## config.mk

```make
export PLATFORM = sky130hd
export DESIGN_NAME = serial_to_parallel_rx
export DESIGN_NICKNAME = d
export VERILOG_FILES = /design/src/rtl/serial_to_parallel_rx.sv
export SDC_FILE = /design/constraint.sdc
export NUM_CORES = 1
export LEC_CHECK = 0
export CAP_MARGIN = 20
export CORE_MARGIN = 2
export CORE_UTILIZATION = 53
export DETAILED_ROUTE_END_ITERATION = 12
export GPL_TIMING_DRIVEN = 1
export PLACE_DENSITY = 0.85
export SYNTH_ARGS = -nofsm -noshare
export SYNTH_HDL_FRONTEND = slang
export SYNTH_SLANG_ARGS = --single-unit
export TNS_END_PERCENT = 20
```

## constraint.sdc

```tcl
create_clock -name clk8f -period 2.16 [get_ports clk8f]
set_input_delay 0.324 -clock clk8f [delete_from_list [all_inputs] [get_ports clk8f]]
set_output_delay 0.324 -clock clk8f [all_outputs]
set_load 0.03 [all_outputs]
```

## src/rtl/serial_to_parallel_rx.sv

```systemverilog
// serial_to_parallel_rx: MSB-first serial receiver that aligns on comma bytes and emits one byte per 8 clk8f edges
module serial_to_parallel_rx #(
  parameter logic [7:0]  COMMA      = 8'hBC,
  parameter int unsigned SYNC_COUNT = 4
) (
  input  logic       clk8f,
  input  logic       reset,
  input  logic       data_in,
  output logic [7:0] data_out,
  output logic       valid_out,
  output logic       active
);
  typedef enum logic [1:0] {HUNT, LOCK, ACTIVE} state_e;
  localparam logic [3:0] SYNC = 4'(SYNC_COUNT);
  state_e     state_q, state_d;
  logic [6:0] shift_q;
  logic [2:0] bit_cnt_q, bit_cnt_d;
  logic [3:0] comma_cnt_q, comma_cnt_d;
  logic [7:0] data_q, data_d;
  logic       valid_q, valid_d, active_q, active_d;
  logic [7:0] b;
  logic       is_comma, boundary;
  assign b        = {shift_q, data_in};
  assign is_comma = b == COMMA;
  assign boundary = state_q != HUNT && bit_cnt_q == 3'd7;
  // state, counters, shifter and registered outputs; reset clears everything at once
  always_ff @(posedge clk8f or negedge reset)
    if (!reset) begin
      state_q     <= HUNT;
      shift_q     <= '0;
      bit_cnt_q   <= '0;
      comma_cnt_q <= '0;
      data_q      <= '0;
      valid_q     <= 1'b0;
      active_q    <= 1'b0;
    end else begin
      state_q     <= state_d;
      shift_q     <= b[6:0];
      bit_cnt_q   <= bit_cnt_d;
      comma_cnt_q <= comma_cnt_d;
      data_q      <= data_d;
      valid_q     <= valid_d;
      active_q    <= active_d;
    end
  // alignment search: any comma locks in HUNT, LOCK then demands commas on every boundary
  always_comb begin
    state_d     = state_q;
    bit_cnt_d   = bit_cnt_q + 3'd1;
    comma_cnt_d = comma_cnt_q;
    case (state_q)
      HUNT:
        if (is_comma) begin
          state_d     = LOCK;
          bit_cnt_d   = '0;
          comma_cnt_d = 4'd1;
        end
      LOCK:
        if (boundary && !is_comma) begin
          state_d     = HUNT;
          comma_cnt_d = '0;
        end else if (boundary) begin
          comma_cnt_d = comma_cnt_q + 4'd1;
          state_d     = comma_cnt_q + 4'd1 == SYNC ? ACTIVE : LOCK;
        end
      default: ;
    endcase
  end
  // byte output only updates on ACTIVE boundaries; commas there become idle slots
  always_comb begin
    data_d   = state_q == ACTIVE && boundary ? b : data_q;
    valid_d  = state_q == ACTIVE && boundary ? !is_comma : valid_q;
    active_d = state_d == ACTIVE;
  end
  assign data_out  = data_q;
  assign valid_out = valid_q;
  assign active    = active_q;
endmodule

```

==> flow_metrics.tcl, run 1 <==
set metrics [dict create \
    status "finished, final reports clean" \
    port_buffers 12 \
    multi_input_area_um2 465 \
    post_drt_wl_per_cell_um 14.9 \
    maxSlewViolCount 0 \
    synth_edf_count 0 \
    clock_latency_ns 0.30 \
    cp_top_family "simple AND/OR/NAND/NOR gates" \
    cp-start-kind "flop" \
    fp.dieW_um 50.4 \
    area_growth_pct 17.4 \
    critPathCaptureType "flop" \
    crit_type "reg2reg" \
    grt_use_met1_pct 22.0 \
    coreArea_mm2 0.00200 \
    period_minus_slack_ns 1.74 \
    max_freq_mhz 576 \
    tightest_slew_ns 0.467 \
    setup_tns_ns 0 \
    vias_per_cell 5.81 \
    gp_congestion 0.784 \
    hold_viol 0 \
    hold_path.class "in2async" \
    grt_max_degree 27 \
    intPower_mw 0.723 \
    cts_made_buffers 3 \
    slowest_delay_ns 0.62 \
    ios 13 \
    synthArstFlopShare_pct 100 \
    synthCells 88 \
    cts_max_level 1 \
    crit_slowest_cell "dfrtp_1" \
    maxCapViolCount 0 \
    clockPowerShare_pct 23.5 \
    p_comb_share_pct 16.5 \
    finish.utilization_pct 66.8 \
    p_seq_share_pct 60.0 \
    critPathRequiredTime_ns 2.36 \
    cts_setup_buffers 0 \
    ys_seq_elements 26 \
    ys_seq_area_share_pct 57.1 \
    irDropWorstVdd_mv 0.526 \
    swShare_pct 27.2 \
    placed_cell_area_mm2 0.00130 \
    drtPass1Iterations 4 \
    die-area_mm2 0.00254 \
    grt_use_met2_pct 28.3 \
    grt_pass1_wl_mm 3.32 \
    clock_path_buffers 2 \
    final_area_mm2 0.00134 \
    finalNonFillerCells 131 \
    postSynthAreaPerCell_um2 12.9 \
    ys.flop_type "dfrtp_1" \
    powerDensity_mw_per_mm2 743 \
    initial_core_util_pct 56.9 \
    vias 761 \
    grt_pass1_vias 729 \
    p_leak_nw 0.607 \
    dp.cells 127 \
    yosys_warnings 0 \
    power_mw 0.992 \
    dpl.hpwl_mm 1.36 \
    n_antenna_cell 0 \
    grt_util_met3_pct 4.17 \
    clk_pin_slew_ns 0.13 \
    setup_viol 0 \
    cp_max_fo 12 \
    switching_power_mw 0.270 \
    finalWorstSetupSlack_ns 0.424 \
    ys_types 27 \
    netlist_area_mm2 0.00114 \
    maxSlewHeadroom_pct 68.6 \
    rsz0062_at_grt "no" \
    grt.total_usage_pct 17.3 \
    syn_nets 95 \
    seqCellArea_um2 651 \
    die_h_um 50.4 \
    top_usage_layer "met2" \
    cp_cell_sequence "nor2b_1, nand2_1, mux2_2" \
    fin_nets 112 \
    antenna_found_initial 0 \
    ant_nets 0 \
    root_buffer "clkbuf_4" \
    layout-drive-gt1-share_pct 21.2 \
    fillers 140 \
    wirelength_mm 1.96 \
    drc 0 \
    cp.arrival_ns 1.94 \
    pre_cts_ws_ns 0.376 \
    num_rows 16 \
    whs_ns 0.367 \
    cts_resized 0 \
    fin_worst_skew_ns 0.00220 \
    cts_tree "built" \
    gr-total-overflow 0 \
    fin_crit_sh_pct 80.4 \
    critical_path_buf_inv_count 0 \
    ctsHoldBuffers 0 \
    cts.sinks 26 \
    drtIter0Drc 20 \
]
-- sequential cells by signal, indices dropped and copies added (netlist names) --
signal / cells
active: 1
bit_cnt_q: 3
comma_cnt_q: 4
data_out: 8
shift_q: 7
state_q: 2
valid_out: 1
-- power by group through the flow --
| stage | registers [mW] | clock network [mW] | logic [mW] |
|---|---|---|---|
| floorplan | 0.594 | 0 | 0.107 |
| global placement | 0.602 | 0 | 0.150 |
| detailed placement | 0.605 | 0 | 0.158 |
| CTS | 0.594 | 0.239 | 0.164 |
| global route | 0.602 | 0.258 | 0.184 |
| finish | 0.595 | 0.234 | 0.164 |
-- per-layer routing --
| layer | part of all wire [%] | up-vias |
|---|---|---|
| li1 | - | 353 |
| met1 | 44 | 378 |
| met2 | 49 | 26 |
| met3 | 5.0 | 4 |
| met4 | 1.4 | 0 |
| met5 | 0 | - |
-- path summary, 6_finish.rpt --
path | startpoint | slack [ns] | cells past startpoint | end
worst max register to register | state_q[1] | 0.42 | 3 | data_out[5]
worst max-delay path | state_q[1] | 0.42 | 3 | data_out[5]
max in group asynchronous | reset | 1.55 | 2 | bit_cnt_q[0]
worst min register to register | shift_q[5] | 0.44 | 0 | shift_q[6]
worst min-delay path | reset | 0.37 | 2 | data_out[4]
min in group clk8f | shift_q[5] | 0.44 | 0 | shift_q[6]
-- cells in the mapped netlist (all sizes together), types with 2 or more instances --
cell | count | area (um2)
a21oi | 2 | 10.0
buf | 3 | 15.0
dfrtp | 26 | 651
ha | 4 | 50.1
inv | 2 | 7.51
mux2 | 8 | 90.1
nand2 | 4 | 15.0
nand3 | 5 | 25.0
nand3b | 3 | 22.5
nand4 | 3 | 25.0
nand4b | 3 | 26.3
nor2b | 5 | 31.3
nor4 | 2 | 27.5
o21ai | 7 | 35.0
-- layout by cell type (no fill, tap or decap), types with 2 or more instances in the layout --
master / synthesis / layout
nand2_1: 4 / 4
ha_1: 4 / 4
dfrtp_1: 26 / 26
buf_4: 0 / 3
nand3_1: 5 / 5
nor2b_1: 5 / 5
nand4b_1: 3 / 3
o21ai_0: 7 / 7
nand4_1: 2 / 2
mux2_2: 8 / 8
inv_1: 2 / 2
clkdlybuf4s50_1: 0 / 12
nand3b_1: 3 / 3
clkbuf_4: 0 / 3
a21oi_1: 2 / 2
-- final cells by class --
type	instances	area share (%)
Clock buffer	4	2.72
Inverter	2	0.562
Multi-Input combinational cell	57	34.8
Sequential cell	26	48.7
Tap cell	27	2.53
Timing Repair Buffer	15	10.7
-- logic make-up after synthesis --
family	synth area share [%]
AO/OA/AOI/OAI	7.25
XOR/XNOR	0.769
adder cells (fa/ha/maj)	4.40
buffers and inverters	1.98
flip-flops	57.1
multiplexers	7.91
AND/OR/NAND/NOR	20.5
Power figures use the tool's default switching activity.
==> inputs of run 2 (changes only) <==
==> constraint.sdc (replaced) <==
create_clock -name clk8f -period 1.74 [get_ports clk8f]
set_input_delay 0.261 -clock clk8f [delete_from_list [all_inputs] [get_ports clk8f]]
set_output_delay 0.261 -clock clk8f [all_outputs]
set_load 0.03 [all_outputs]
==> run 2 against run 1 <==
Sequential power up 25%. Total power is 26% higher. Combinational power grew 26%. Via count is 1.2% higher. Critical path depth down 2. Count of clock-buffer cells in the layout unchanged. Non-clock buffer count rose by 2. Clock skew grew 0.0016 ns. Clock power grew 28%. First-iteration DRC count did not move. Sequential cell count unchanged. Final area grew 1.1%. Largest cell class unchanged.
==> flow_metrics.tcl, run 2 (same netlist as run 1, synthesis figures left out) <==
set metrics [dict create \
    gr-total-overflow 0 \
    fp.dieW_um 50.4 \
    die_h_um 50.4 \
    grt_use_met1_pct 25.2 \
    clock_path_buffers 2 \
    drc 0 \
    post_drt_wl_per_cell_um 15.7 \
    antenna_found_initial 0 \
    cts_max_level 1 \
    grt_util_met3_pct 2.08 \
    cp.arrival_ns 1.38 \
    cts_resized 0 \
    clock_latency_ns 0.31 \
    whs_ns 0.287 \
    cts_made_buffers 3 \
    cp_top_family "buffers and inverters" \
    hold_viol 0 \
    maxSlewViolCount 0 \
    hold_path.class "in2async" \
    vias 770 \
    slowest_delay_ns 0.69 \
    layout_commonest_cell "dfrtp_1" \
    fin_crit_sh_pct 94.5 \
    n_antenna_cell 0 \
    tightest_slew_ns 0.445 \
    cp-start-kind "flop" \
    irDropWorstVdd_mv 0.652 \
    initial_core_util_pct 56.9 \
    layout_common_cells "dfrtp_1, clkdlybuf4s50_1, mux2_2" \
    dpl.hpwl_mm 1.48 \
    grt_max_degree 27 \
    status "finished, final reports clean" \
    die-area_mm2 0.00254 \
    largest_reg_flops 8 \
    clk_pin_slew_ns 0.14 \
    num_rows 16 \
    placed_cell_area_mm2 0.00132 \
    critPathCaptureType "primary output" \
    ctsHoldBuffers 0 \
    period_minus_slack_ns 1.64 \
    coreArea_mm2 0.00200 \
    reg2reg_slack_ns 0.13 \
    setup_tns_ns 0 \
    port_buffers 12 \
    fin_worst_skew_ns 0.00380 \
    maxSlewHeadroom_pct 70.1 \
    vias_per_cell 5.79 \
    ant_nets 0 \
    maxCapViolCount 0 \
    grt_use_met2_pct 29.2 \
    rr_endpoint "data_out[0]" \
    reg2reg_from "bit_cnt_q[0]" \
    max_freq_mhz 608 \
    cp_cell_sequence "clkdlybuf4s50_1" \
    rr_worst_depth 4 \
    cts.sinks 26 \
    critical_path_buf_inv_count 1 \
    crit_type "reg2out" \
    setup_viol 0 \
    cp_max_fo 2 \
    root_buffer "clkbuf_4" \
    gp_congestion 0.867 \
    powerDensity_mw_per_mm2 924 \
    drtPass1Iterations 4 \
    crit_slowest_cell "clkdlybuf4s50_1" \
    cts_setup_buffers 0 \
    fillers 149 \
    area_growth_pct 18.7 \
    p_leak_nw 0.617 \
    finalWorstSetupSlack_ns 0.0950 \
    rsz0062_at_grt "no" \
    top_usage_layer "met2" \
    grt_pass1_vias 722 \
    grt.total_usage_pct 18.6 \
    wirelength_mm 2.09 \
    grt_pass1_wl_mm 3.42 \
    drtIter0Drc 20 \
    fin_nets 114 \
    cts_tree "built" \
    critPathRequiredTime_ns 1.48 \
    final_area_mm2 0.00135 \
    layout-drive-gt1-share_pct 22.6 \
    pre_cts_ws_ns 0.0558 \
    power_mw 1.25 \
    ios 13 \
]
run 2: changes by cell type in the layout (fill, tap and decap cells not counted):
cell	change
buf_4	+2
run 2: metrics by stage:
stage	cells	utilization (%)
after floorplan	88	-
after global placement	129	65.7
after detailed placement	129	65.7
after CTS	133	67.5
after global routing	133	67.5
final	133	67.5
run 2: area by class of cell:
type | count | area [um2] | share of cell area (%)
tap | 27 | 33.8 | 2.50
inverter | 2 | 7.51 | 0.556
multi-input combinational | 57 | 465 | 34.4
clock buffer | 4 | 36.3 | 2.69
sequential | 26 | 651 | 48.1
timing repair buffer | 17 | 158 | 11.7
run 2: layer usage:
layer | wire (um) | vias to the layer above
met1 | 912 | 387
li1 | - | 354
met2 | 1050 | 23
met5 | 0 | -
met4 | 45 | 0
met3 | 76 | 6
run 2: report_power, final:
| part | switching, mW | total, mW | internal (mW) |
|---|---|---|---|
| combinational | 0.108 | 0.207 | 0.0985 |
| clock | 0.172 | 0.300 | 0.128 |
| sequential | 0.0705 | 0.742 | 0.672 |
run 2: worst max-delay path by stage:
stage,endpoint,depth (start not counted),from,slack (ns)
2_1_floorplan,data_out[0],5,bit_cnt_q[0],0.15
3_3_place_gp,bit_cnt_q[2],4,data_in,0.13
3_5_place_dp,comma_cnt_q[1],5,data_in,0.06
4_1_cts,data_out[1],1,data_out[1],0.08
5_1_grt,data_out[0],4,bit_cnt_q[0],0.02
6_report,data_out[1],1,data_out[1],0.1
